===== src/rtl/trainled2_encoder.sv =====
// TrainLED2 chain driver: takes pixel bytes over a valid/ready stream and emits
// pulse-width coded bits (MSB first) on dout, closing each frame with a low latch gap.
module trainled2_encoder #(
    parameter int TBIT = 64,
    parameter int T0H  = 16,
    parameter int T1H  = 48,
    parameter int TGAP = 1024,
    parameter int CW   = 11
) (
    input  logic       clk,
    input  logic       rst_n,
    input  logic [7:0] s_data,
    input  logic       s_last,
    input  logic       s_valid,
    output logic       s_ready,
    output logic       dout,
    output logic       busy,
    output logic       frame_done,
    output logic       underrun
);

    typedef enum logic [1:0] {
        IDLE = 2'd0,
        HIGH = 2'd1,
        LOW  = 2'd2,
        GAP  = 2'd3
    } state_t;

    // Terminal counts: the counter restarts at 0 on each state entry, so a
    // phase of N cycles ends on the edge where the counter reads N-1.
    localparam logic [CW-1:0] ONE      = CW'(1);
    localparam logic [CW-1:0] T0H_END  = CW'(T0H - 1);
    localparam logic [CW-1:0] T1H_END  = CW'(T1H - 1);
    localparam logic [CW-1:0] LOW0_END = CW'(TBIT - T0H - 1);
    localparam logic [CW-1:0] LOW1_END = CW'(TBIT - T1H - 1);
    localparam logic [CW-1:0] GAP_END  = CW'(TGAP - 1);

    state_t        state, state_next;
    logic [CW-1:0] cnt, cnt_next;
    logic [2:0]    bit_cnt, bit_cnt_next;
    logic [7:0]    shifter, shifter_next;
    logic          last_q, last_next;
    logic          dout_next, frame_done_next, underrun_next;

    logic [7:0]    hold_data;
    logic          hold_last;
    logic          hold_full;
    logic          accept;
    logic          load;

    // Stream handshake: a byte transfers on a clk edge where s_valid && s_ready.
    // s_ready depends only on the holding flag, never on s_valid.
    assign s_ready = !hold_full;
    assign accept  = s_valid && s_ready;
    assign busy    = (state != IDLE) || hold_full;

    always_ff @(posedge clk or negedge rst_n) begin
        if (!rst_n) begin
            hold_full <= 1'b0;
            hold_data <= 8'h00;
            hold_last <= 1'b0;
        end else if (accept) begin
            hold_full <= 1'b1;
            hold_data <= s_data;
            hold_last <= s_last;
        end else if (load) begin
            hold_full <= 1'b0;
        end
    end

    always_ff @(posedge clk or negedge rst_n) begin
        if (!rst_n) begin
            state      <= IDLE;
            cnt        <= '0;
            bit_cnt    <= 3'd0;
            shifter    <= 8'h00;
            last_q     <= 1'b0;
            dout       <= 1'b0;
            frame_done <= 1'b0;
            underrun   <= 1'b0;
        end else begin
            state      <= state_next;
            cnt        <= cnt_next;
            bit_cnt    <= bit_cnt_next;
            shifter    <= shifter_next;
            last_q     <= last_next;
            dout       <= dout_next;
            frame_done <= frame_done_next;
            underrun   <= underrun_next;
        end
    end

    always_comb begin
        state_next      = state;
        cnt_next        = cnt + ONE;
        bit_cnt_next    = bit_cnt;
        shifter_next    = shifter;
        last_next       = last_q;
        dout_next       = 1'b0;
        frame_done_next = 1'b0;
        underrun_next   = 1'b0;
        load            = 1'b0;

        case (state)
            IDLE: begin
                cnt_next = '0;
                if (hold_full) begin
                    load       = 1'b1;
                    state_next = HIGH;
                    dout_next  = 1'b1;
                end
            end

            HIGH: begin
                dout_next = 1'b1;
                if (cnt == (shifter[7] ? T1H_END : T0H_END)) begin
                    state_next = LOW;
                    cnt_next   = '0;
                    dout_next  = 1'b0;
                end
            end

            LOW: begin
                if (cnt == (shifter[7] ? LOW1_END : LOW0_END)) begin
                    cnt_next = '0;
                    if (bit_cnt != 3'd0) begin
                        shifter_next = {shifter[6:0], 1'b0};
                        bit_cnt_next = bit_cnt - 3'd1;
                        state_next   = HIGH;
                        dout_next    = 1'b1;
                    end else if (last_q) begin
                        state_next = GAP;
                    end else if (hold_full) begin
                        // Back-to-back byte: next rise lands exactly one bit period on.
                        load       = 1'b1;
                        state_next = HIGH;
                        dout_next  = 1'b1;
                    end else begin
                        underrun_next = 1'b1;
                        state_next    = GAP;
                    end
                end
            end

            GAP: begin
                if (cnt == GAP_END) begin
                    state_next      = IDLE;
                    cnt_next        = '0;
                    frame_done_next = 1'b1;
                end
            end

            default: begin
                state_next = IDLE;
                cnt_next   = '0;
            end
        endcase

        if (load) begin
            shifter_next = hold_data;
            bit_cnt_next = 3'd7;
            last_next    = hold_last;
        end
    end

endmodule


===== config.mk =====
export PLATFORM = sky130hd
export DESIGN_NAME = trainled2_encoder
export DESIGN_NICKNAME = d
export VERILOG_FILES = /design/src/rtl/trainled2_encoder.sv
export SDC_FILE = /design/constraint.sdc
export NUM_CORES = 1
export LEC_CHECK = 0
export ABC_AREA = 1
export CAP_MARGIN = 5
export CORE_MARGIN = 2
export CORE_UTILIZATION = 40
export CTS_BUF_LIST = sky130_fd_sc_hd__clkbuf_8 sky130_fd_sc_hd__clkbuf_16
export DETAILED_ROUTE_END_ITERATION = 10
export PLACE_DENSITY = 0.58
export SLEW_MARGIN = 20
export SYNTH_ARGS = -nofsm -noshare
export SYNTH_HDL_FRONTEND = slang
export SYNTH_SLANG_ARGS = --single-unit

===== constraint.sdc =====
create_clock -name clk -period 3.1 [get_ports clk]
set_input_delay 0.62 -clock clk [delete_from_list [all_inputs] [get_ports clk]]
set_output_delay 0.62 -clock clk [all_outputs]
set_load 0.005 [all_outputs]

# Word level (Yosys, flattened, before mapping)
# Cells that the tools add are included.
# totals
inputBits	12
reg_bits	38
word_cells	75
output_inout_bits	5
# classes
n_mux	40
n_eq_ne	10
n_addsub	2
n_reduce_logical	12
# ops
cell	n
case mux 11 bit (4 select lines)	1
2-to-1 mux 11 bit	3
2-to-1 mux 8 bit	4
equality test 11 x 6 -> 1 bit	2
2-to-1 mux 1 bit	16
2-to-1 mux 2 bit	7
2-to-1 mux 3 bit	4
2-to-1 mux 6 bit	2
adder 11 x 1 -> 11 bit, second input constant	1
equality test 11 x 10 -> 1 bit, second input constant	1
nonzero test 2 bit	5
inequality test 2 bit, second input constant	4
case mux 2 bit (4 select lines)	1
equality test 2 bit, second input constant	2
AND reduction 4 bit	1
case mux 1 bit (3 select lines)	1
AND reduction 3 bit	1
nonzero test 3 bit	1
subtractor 3 x 1 -> 3 bit, second input constant	1
equality test 2 x 1 -> 1 bit, second input constant	1
logical NOT 2 bit	1
case mux 1 bit (2 select lines)	1
logical AND 1 bit	1
logical NOT 1 bit	1
logical OR 1 bit	1

# Logic depth before layout (Yosys ltp)
# Gate-level depths: netlist (run 1).
# depth
depth_word	7
depth_mapped	11
ltp_nobuf	11

# Worst setup path after synthesis (run 1)
# Ideal clock, no wire load.
# synth_timing
path_kind	register -> register
start	reg cnt[0]
end	reg cnt[0]
setup_slack_ns	1.558
stages_incl_launch_ff	9
setup_ns	0.125
synth_period_minus_slack_ns	1.542
path_buffers	0
t_required_ns	2.975
arrival_ns	1.417
cell_sequence	dfrtp_1 > ha_1 > nand3_4 > nor2_8 > nand2_2 > nand2_2 > nand2_2 > a21oi_4 > nor2_1
# synth_between
elab_chain_cells	3
elab_cells_between_ends	8
cone_classes	1 x add/sub; 3 x eq/ne; 4 x mux
# synth_rtl
element	line	rtl
start: declaration	39	logic [CW-1:0] cnt, cnt_next;
start signal: assignment	83	cnt <= cnt_next;
adder 11 x 1 -> 11 bit, or another cell as far along	95	cnt_next = cnt + ONE;
2-to-1 mux 11 bit (on tied branches)	146, 116, 124	
case mux 11 bit (4 select lines) *	104	case (state)
via cnt_next[0]	39	
# The timed path passes the listed nets; every way through them passes the cells marked *.
# A chain may end at the register's enable or synchronous reset.

# Final worst setup path (run 1)
# layout_timing
start	reg state[1]
end	out busy
# layout_between
elab_chain_cells	2
# layout_rtl
element	line	rtl
start: declaration	38	state_t state, state_next;
start signal: assignment	82	state <= state_next;
nonzero test 2 bit	55	assign busy = (state != IDLE) || hold_full;
logical OR 1 bit	55	
end: declaration	17	output logic busy,
# No other way between the ends.

==> results of run 1 <==
[power by group]
group	internal [mW]	switching, mW	total (mW)
clock	0.179	0.171	0.349
sequential	0.540	0.0208	0.560
combinational	0.0463	0.0257	0.0721
[area by class of cell]
type | instances | share of cell area
inverter | 29 | 0.0473
clock inverter | 2 | 0.00544
clock buffer | 6 | 0.0359
sequential | 38 | 0.413
timing repair buffer | 16 | 0.0675
tap | 67 | 0.0365
multi-input combinational | 158 | 0.394
[layout by cell type, fill, tap and decap left out]
cell type,n
a21o_1,1
a21oi_1,1
a21oi_4,1
a31oi_1,1
buf_2,1
clkbuf_8,6
clkdlybuf4s50_1,15
clkinv_2,1
clkinvlp_4,1
dfrtp_1,38
ha_1,3
inv_1,26
inv_2,3
mux2_2,9
nand2_1,55
nand2_2,5
nand2_4,1
nand3_1,21
nand3_4,3
nand3b_1,1
nand4_1,9
nor2_1,29
nor2_2,1
nor2_8,2
nor3_1,2
o211ai_2,1
o21ai_0,4
o21bai_1,1
o22ai_1,1
or2_2,1
xnor2_1,2
xor2_1,3
[state kept, by name, summed over array words and instances, names as in the netlist]
| register | cells |
|---|---|
| cnt | 11 |
| last_q | 1 |
| frame_done | 1 |
| bit_cnt | 3 |
| underrun | 1 |
| shifter | 8 |
| hold_last | 1 |
| hold_full | 1 |
| dout | 1 |
| hold_data | 8 |
| state | 2 |
[kinds of logic (layout without fill, tap and decap cells)]
logic type,count (synthesis),count (layout),share of synthesized area
xor gates and xnor gates,5,5,0.0220
buffers and inverters,31,53,0.0661
AOI/OAI and AO/OA,11,11,0.0409
muxes,9,9,0.0510
DFF,38,38,0.478
and+or+nand+nor,130,130,0.323
adders and majority gates,3,3,0.0189
[worst reg2reg max path: cells and delay by family (launching register included)]
| family | cells | cell delay (ps) |
|---|---|---|
| AND/OR/NAND/NOR | 6 | 690 |
| flip-flops | 1 | 390 |
| adder cells (fa/ha/maj) | 1 | 340 |
| AO/OA/AOI/OAI | 1 | 250 |
[per-layer routing]
| layer | share of wire | vias up |
|---|---|---|
| met1 | 0.50 | 659 |
| met3 | 0.034 | 6 |
| met4 | 0.018 | 0 |
| li1 | - | 769 |
| met5 | 0 | - |
| met2 | 0.44 | 19 |
[cell usage after synthesis]
master | number | area share
nand2_1 | 55 | 0.10
dfrtp_1 | 38 | 0.48
nor2_1 | 29 | 0.055
inv_1 | 26 | 0.049
nand3_1 | 21 | 0.053
mux2_2 | 9 | 0.051
nand4_1 | 9 | 0.028
nand2_2 | 5 | 0.016
o21ai_0 | 4 | 0.010
ha_1 | 3 | 0.019
inv_2 | 3 | 0.0057
nand3_4 | 3 | 0.026
xor2_1 | 3 | 0.013
buf_6 | 2 | 0.011
nor2_8 | 2 | 0.020
nor3_1 | 2 | 0.0050
xnor2_1 | 2 | 0.0088
a21o_1 | 1 | 0.0038
a21oi_1 | 1 | 0.0025
a21oi_4 | 1 | 0.0082
a31oi_1 | 1 | 0.0031
nand2_4 | 1 | 0.0057
nand3b_1 | 1 | 0.0038
nor2_2 | 1 | 0.0031
o211ai_2 | 1 | 0.0063
o21bai_1 | 1 | 0.0038
o22ai_1 | 1 | 0.0031
or2_2 | 1 | 0.0031
[worst max-delay path by stage]
stage	to	slack (ps)	startpoint
6_report	busy	900	state[1]
5_1_grt	busy	800	state[1]
4_1_cts	busy	880	state[1]
3_5_place_dp	hold_last	1170	s_valid
3_3_place_gp	hold_data[0]	1180	s_valid
2_1_floorplan	cnt[0]	1560	cnt[0]
==> impl_metrics.json, run 1 <==
{
  "p_leak_nw": 1.07,
  "clockRootBuffer": "clkbuf_8",
  "multi_input_area_sq_um": 906,
  "detailed_place_hpwl_mm": 2.50,
  "finalNetCount": 263,
  "clock_latency_ps": 290,
  "drt-pass1-iter-count": 4,
  "synth_cells": 227,
  "crit_chain": "nor2_1 -> inv_1 -> nor2_1 -> inv_1 -> clkdlybuf4s50_1",
  "use_met2": 0.227,
  "period_minus_slack_ps": 2200,
  "die_w_um": 74.5,
  "final_hold_viol_count": 0,
  "dp_cells": 308,
  "die_area_sq_mm": 0.00555,
  "ant_nets": 0,
  "r2r_cells": 8,
  "skew_ps": 5.19,
  "path_buf_inv": 3,
  "post_cts_buffers": 0,
  "drt_iter0_drc": 55,
  "rsz0062_at_grt": "no",
  "place_ws_ps": 1170,
  "synth-seq-cells": 38,
  "status": "complete, no violations",
  "synth_area_sq_mm": 0.00199,
  "start_util": 0.418,
  "io_buffers": 16,
  "critPathRequiredTime_ps": 2480,
  "grt_start_max_net_pins": 39,
  "min_period_over_period": 0.711,
  "wl_per_cell_um": 11.1,
  "layout.cells.non_filler": 316,
  "cap_violations": 0,
  "core-area_sq_mm": 0.00475,
  "crit_arrival_ps": 1580,
  "cp.depth": 5,
  "yosys.cell_types.count": 28,
  "grt_pass1_vias": 1407,
  "grt_first_pass_wirelength_mm": 6.37,
  "post_cts_resized": 0,
  "yosysWarnings": 0,
  "holdWs_ps": 431,
  "cts_max_level": 2,
  "fin_util": 0.484,
  "syn-mean-instance-area_sq_um": 8.76,
  "clk_path_buf_depth": 2,
  "cpMaxStageDelayCell": "clkdlybuf4s50_1",
  "critPathKind": "flip-flop to output port",
  "syn_to_final_growth_pct": 15.7,
  "busiest_layer": "met2",
  "path_max_fanout": 5,
  "timing.final.ws_setup_ps": 896,
  "ctsHoldBuffers": 0,
  "grtUsageTotal": 0.152,
  "cts_made_buffers": 5,
  "via_per_inst": 4.60,
  "seq_area_sq_um": 951,
  "clkSinkCount": 38,
  "finalSetupTns_ps": 0,
  "final_layout_size_suffix_gt1_frac": 0.145,
  "powerDensity_mw_per_mm2": 427,
  "route.detailed.drc": 0,
  "power_mw": 0.982,
  "endpoint_kind": "output port",
  "ios": 17,
  "syn-num-nets": 242,
  "drt-total-wl_mm": 3.51,
  "vias": 1453,
  "num_rows": 25,
  "dieHeight_um": 74.5,
  "timing.rr.start": "cnt[0]",
  "globalplace.congestion": 0.740,
  "vdd.ir_drop.worst_mv": 0.241,
  "crit_family": "buffers and inverters",
  "hold_class": "primary input to asynchronous set/reset pin",
  "diodes": 0,
  "tightest_slew_ps": 844,
  "relSlewSlack": 0.438,
  "drv_slew": 0,
  "grt_use_met3": 0.0366,
  "finalSetupViolCount": 0,
  "placed_area_sq_mm": 0.00220,
  "critPathMaxStageDelay_ps": 440,
  "grt-ovfl-total": 0,
  "use_met1": 0.210,
  "design_area_sq_mm": 0.00230,
  "r2r_slack_ps": 1300,
  "antenna_found_initial": 0,
  "max_clock_freq_mhz": 454,
  "fill_cells": 503,
  "cts.clk_slew.worst_paths_ps": 70,
  "cp-start-kind": "flip-flop",
  "ys_seq_area_frac": 0.478,
  "r2r_end": "cnt[9]",
  "cts_tree": "done"
}
No activity file was read; power rests on OpenSTA's default activity.
==> inputs of run 2 (changes only) <==
==> constraint.sdc (replaced) <==
create_clock -name clk -period 2.3 [get_ports clk]
set_input_delay 0.46 -clock clk [delete_from_list [all_inputs] [get_ports clk]]
set_output_delay 0.46 -clock clk [all_outputs]
set_load 0.005 [all_outputs]
==> impl_metrics.json, run 2 (same netlist as run 1, synthesis figures left out) <==
{
  "hold_class": "primary input to asynchronous set/reset pin",
  "relSlewSlack": 0.432,
  "antenna_found_initial": 0,
  "post_cts_resized": 0,
  "timing.rr.start": "cnt[0]",
  "grt_pass1_vias": 1437,
  "grt_first_pass_wirelength_mm": 6.49,
  "diodes": 0,
  "p_leak_nw": 1.07,
  "cpMaxStageDelayCell": "dfrtp_1",
  "route.detailed.drc": 0,
  "powerDensity_mw_per_mm2": 580,
  "final_hold_viol_count": 0,
  "dieHeight_um": 74.5,
  "cts_max_level": 2,
  "num_rows": 25,
  "r2r_cells": 7,
  "finalNetCount": 263,
  "p_comb_frac": 0.073,
  "cts.clk_slew.worst_paths_ps": 80,
  "io_buffers": 16,
  "skew_ps": 4.98,
  "drt_iter0_drc": 107,
  "grt-ovfl-total": 0,
  "die_w_um": 74.5,
  "vias": 1506,
  "grtUsageTotal": 0.155,
  "cts_made_buffers": 5,
  "endpoint": "busy",
  "layout.cells.non_filler": 316,
  "post_cts_buffers": 0,
  "clock_latency_ps": 290,
  "switchingPower_mw": 0.303,
  "grt_start_max_net_pins": 39,
  "clk_path_buf_depth": 2,
  "vdd.ir_drop.worst_mv": 0.463,
  "detailed_place_hpwl_mm": 2.49,
  "critPathMaxStageDelay_ps": 430,
  "clkPwrFrac": 0.360,
  "critPathKind": "flip-flop to output port",
  "finalSetupTns_ps": 0,
  "path_max_fanout": 5,
  "die_area_sq_mm": 0.00555,
  "r2r_end": "bit_cnt[2]",
  "critPathRequiredTime_ps": 1840,
  "status": "complete, no violations",
  "period_minus_slack_ps": 2090,
  "p_int_mw": 1.03,
  "crit_chain": "nor2_1 -> inv_1 -> nor2_1 -> inv_1 -> clkdlybuf4s50_1",
  "cap_violations": 0,
  "drt-total-wl_mm": 3.54,
  "ctsHoldBuffers": 0,
  "via_per_inst": 4.77,
  "min_period_over_period": 0.910,
  "mostFrequentLayoutCell": "nand2_1",
  "drt-pass1-iter-count": 4,
  "crit_arrival_ps": 1630,
  "tightest_slew_ps": 852,
  "clockRootBuffer": "clkbuf_8",
  "ios": 17,
  "final_cell_mix": "nand2_1 (55), dfrtp_1 (38), nor2_1 (29), inv_1 (26), nand3_1 (21)",
  "cp-start-kind": "flip-flop",
  "multi_input_area_sq_um": 906,
  "endpoint_kind": "output port",
  "core-area_sq_mm": 0.00475,
  "dp_cells": 308,
  "seq_area_sq_um": 951,
  "max_clock_freq_mhz": 478,
  "r2r_slack_ps": 510,
  "fin_util": 0.484,
  "pwr-share-seq": 0.567,
  "fill_cells": 484,
  "wl_per_cell_um": 11.2,
  "cts_tree": "done",
  "swShare": 0.227,
  "largest_register_ffs": 11,
  "final_layout_size_suffix_gt1_frac": 0.145,
  "power_mw": 1.33,
  "globalplace.congestion": 0.767,
  "start_util": 0.418,
  "syn_to_final_growth_pct": 15.7,
  "clkSinkCount": 38,
  "drv_slew": 0,
  "ant_nets": 0,
  "finalSetupViolCount": 0,
  "rsz0062_at_grt": "no",
  "holdWs_ps": 266,
  "crit_start": "state[1]",
  "biggestRegsByFlops": "cnt (11), hold_data (8), shifter (8)",
  "regMostFlops": "cnt"
}
-- run 2: cell type report --
cell class,count,area share
clock buffers,6,0.0359
well taps,67,0.0365
repair buffers,16,0.0675
inverters,29,0.0473
clock inverters,2,0.00544
flip-flops and latches,38,0.413
multi-input cells,158,0.394
-- run 2: metrics by stage --
stage,area (sq um),setup slack (ps)
2_1_floorplan,1990,758
3_3_place_gp,2200,515
3_5_place_dp,2200,507
4_1_cts,2300,194
5_1_grt,2300,126
6_report,2300,208
-- run 2: how the worst min path moves through the flow --
| stage | end | start |
|---|---|---|
| floorplan | bit_cnt[0] | rst_n |
| global placement | shifter[0] | hold_data[0] |
| detailed placement | shifter[0] | hold_data[0] |
| CTS | cnt[8] | rst_n |
| global route | last_q | rst_n |
| finish | cnt[8] | rst_n |
-- run 2: power groups by stage --
| stage | Clock [mW] | Combinational [mW] | Sequential [mW] |
|---|---|---|---|
| after floorplan | 0 | 0.0594 | 0.760 |
| after detailed placement | 0 | 0.101 | 0.770 |
| final | 0.480 | 0.0975 | 0.756 |
| after CTS | 0.498 | 0.101 | 0.757 |
| after global placement | 0 | 0.0981 | 0.768 |
| after global routing | 0.531 | 0.109 | 0.764 |
-- run 2: worst max-delay path: cells and delay by family, from the launching register on --
| family | cells | cell delay, ps |
|---|---|---|
| buf+inv | 3 | 570 |
| simple gates | 2 | 350 |
| flops | 1 | 430 |
-- run 2: metal layers --
layer,up-vias,wire (um),track usage,share of wire
li1,775,-,-,-
met1,703,1770,0.219,0.50
met2,26,1580,0.225,0.45
met3,2,148,0.0447,0.042
met4,0,34,0.0615,0.0096
met5,-,0,0,0
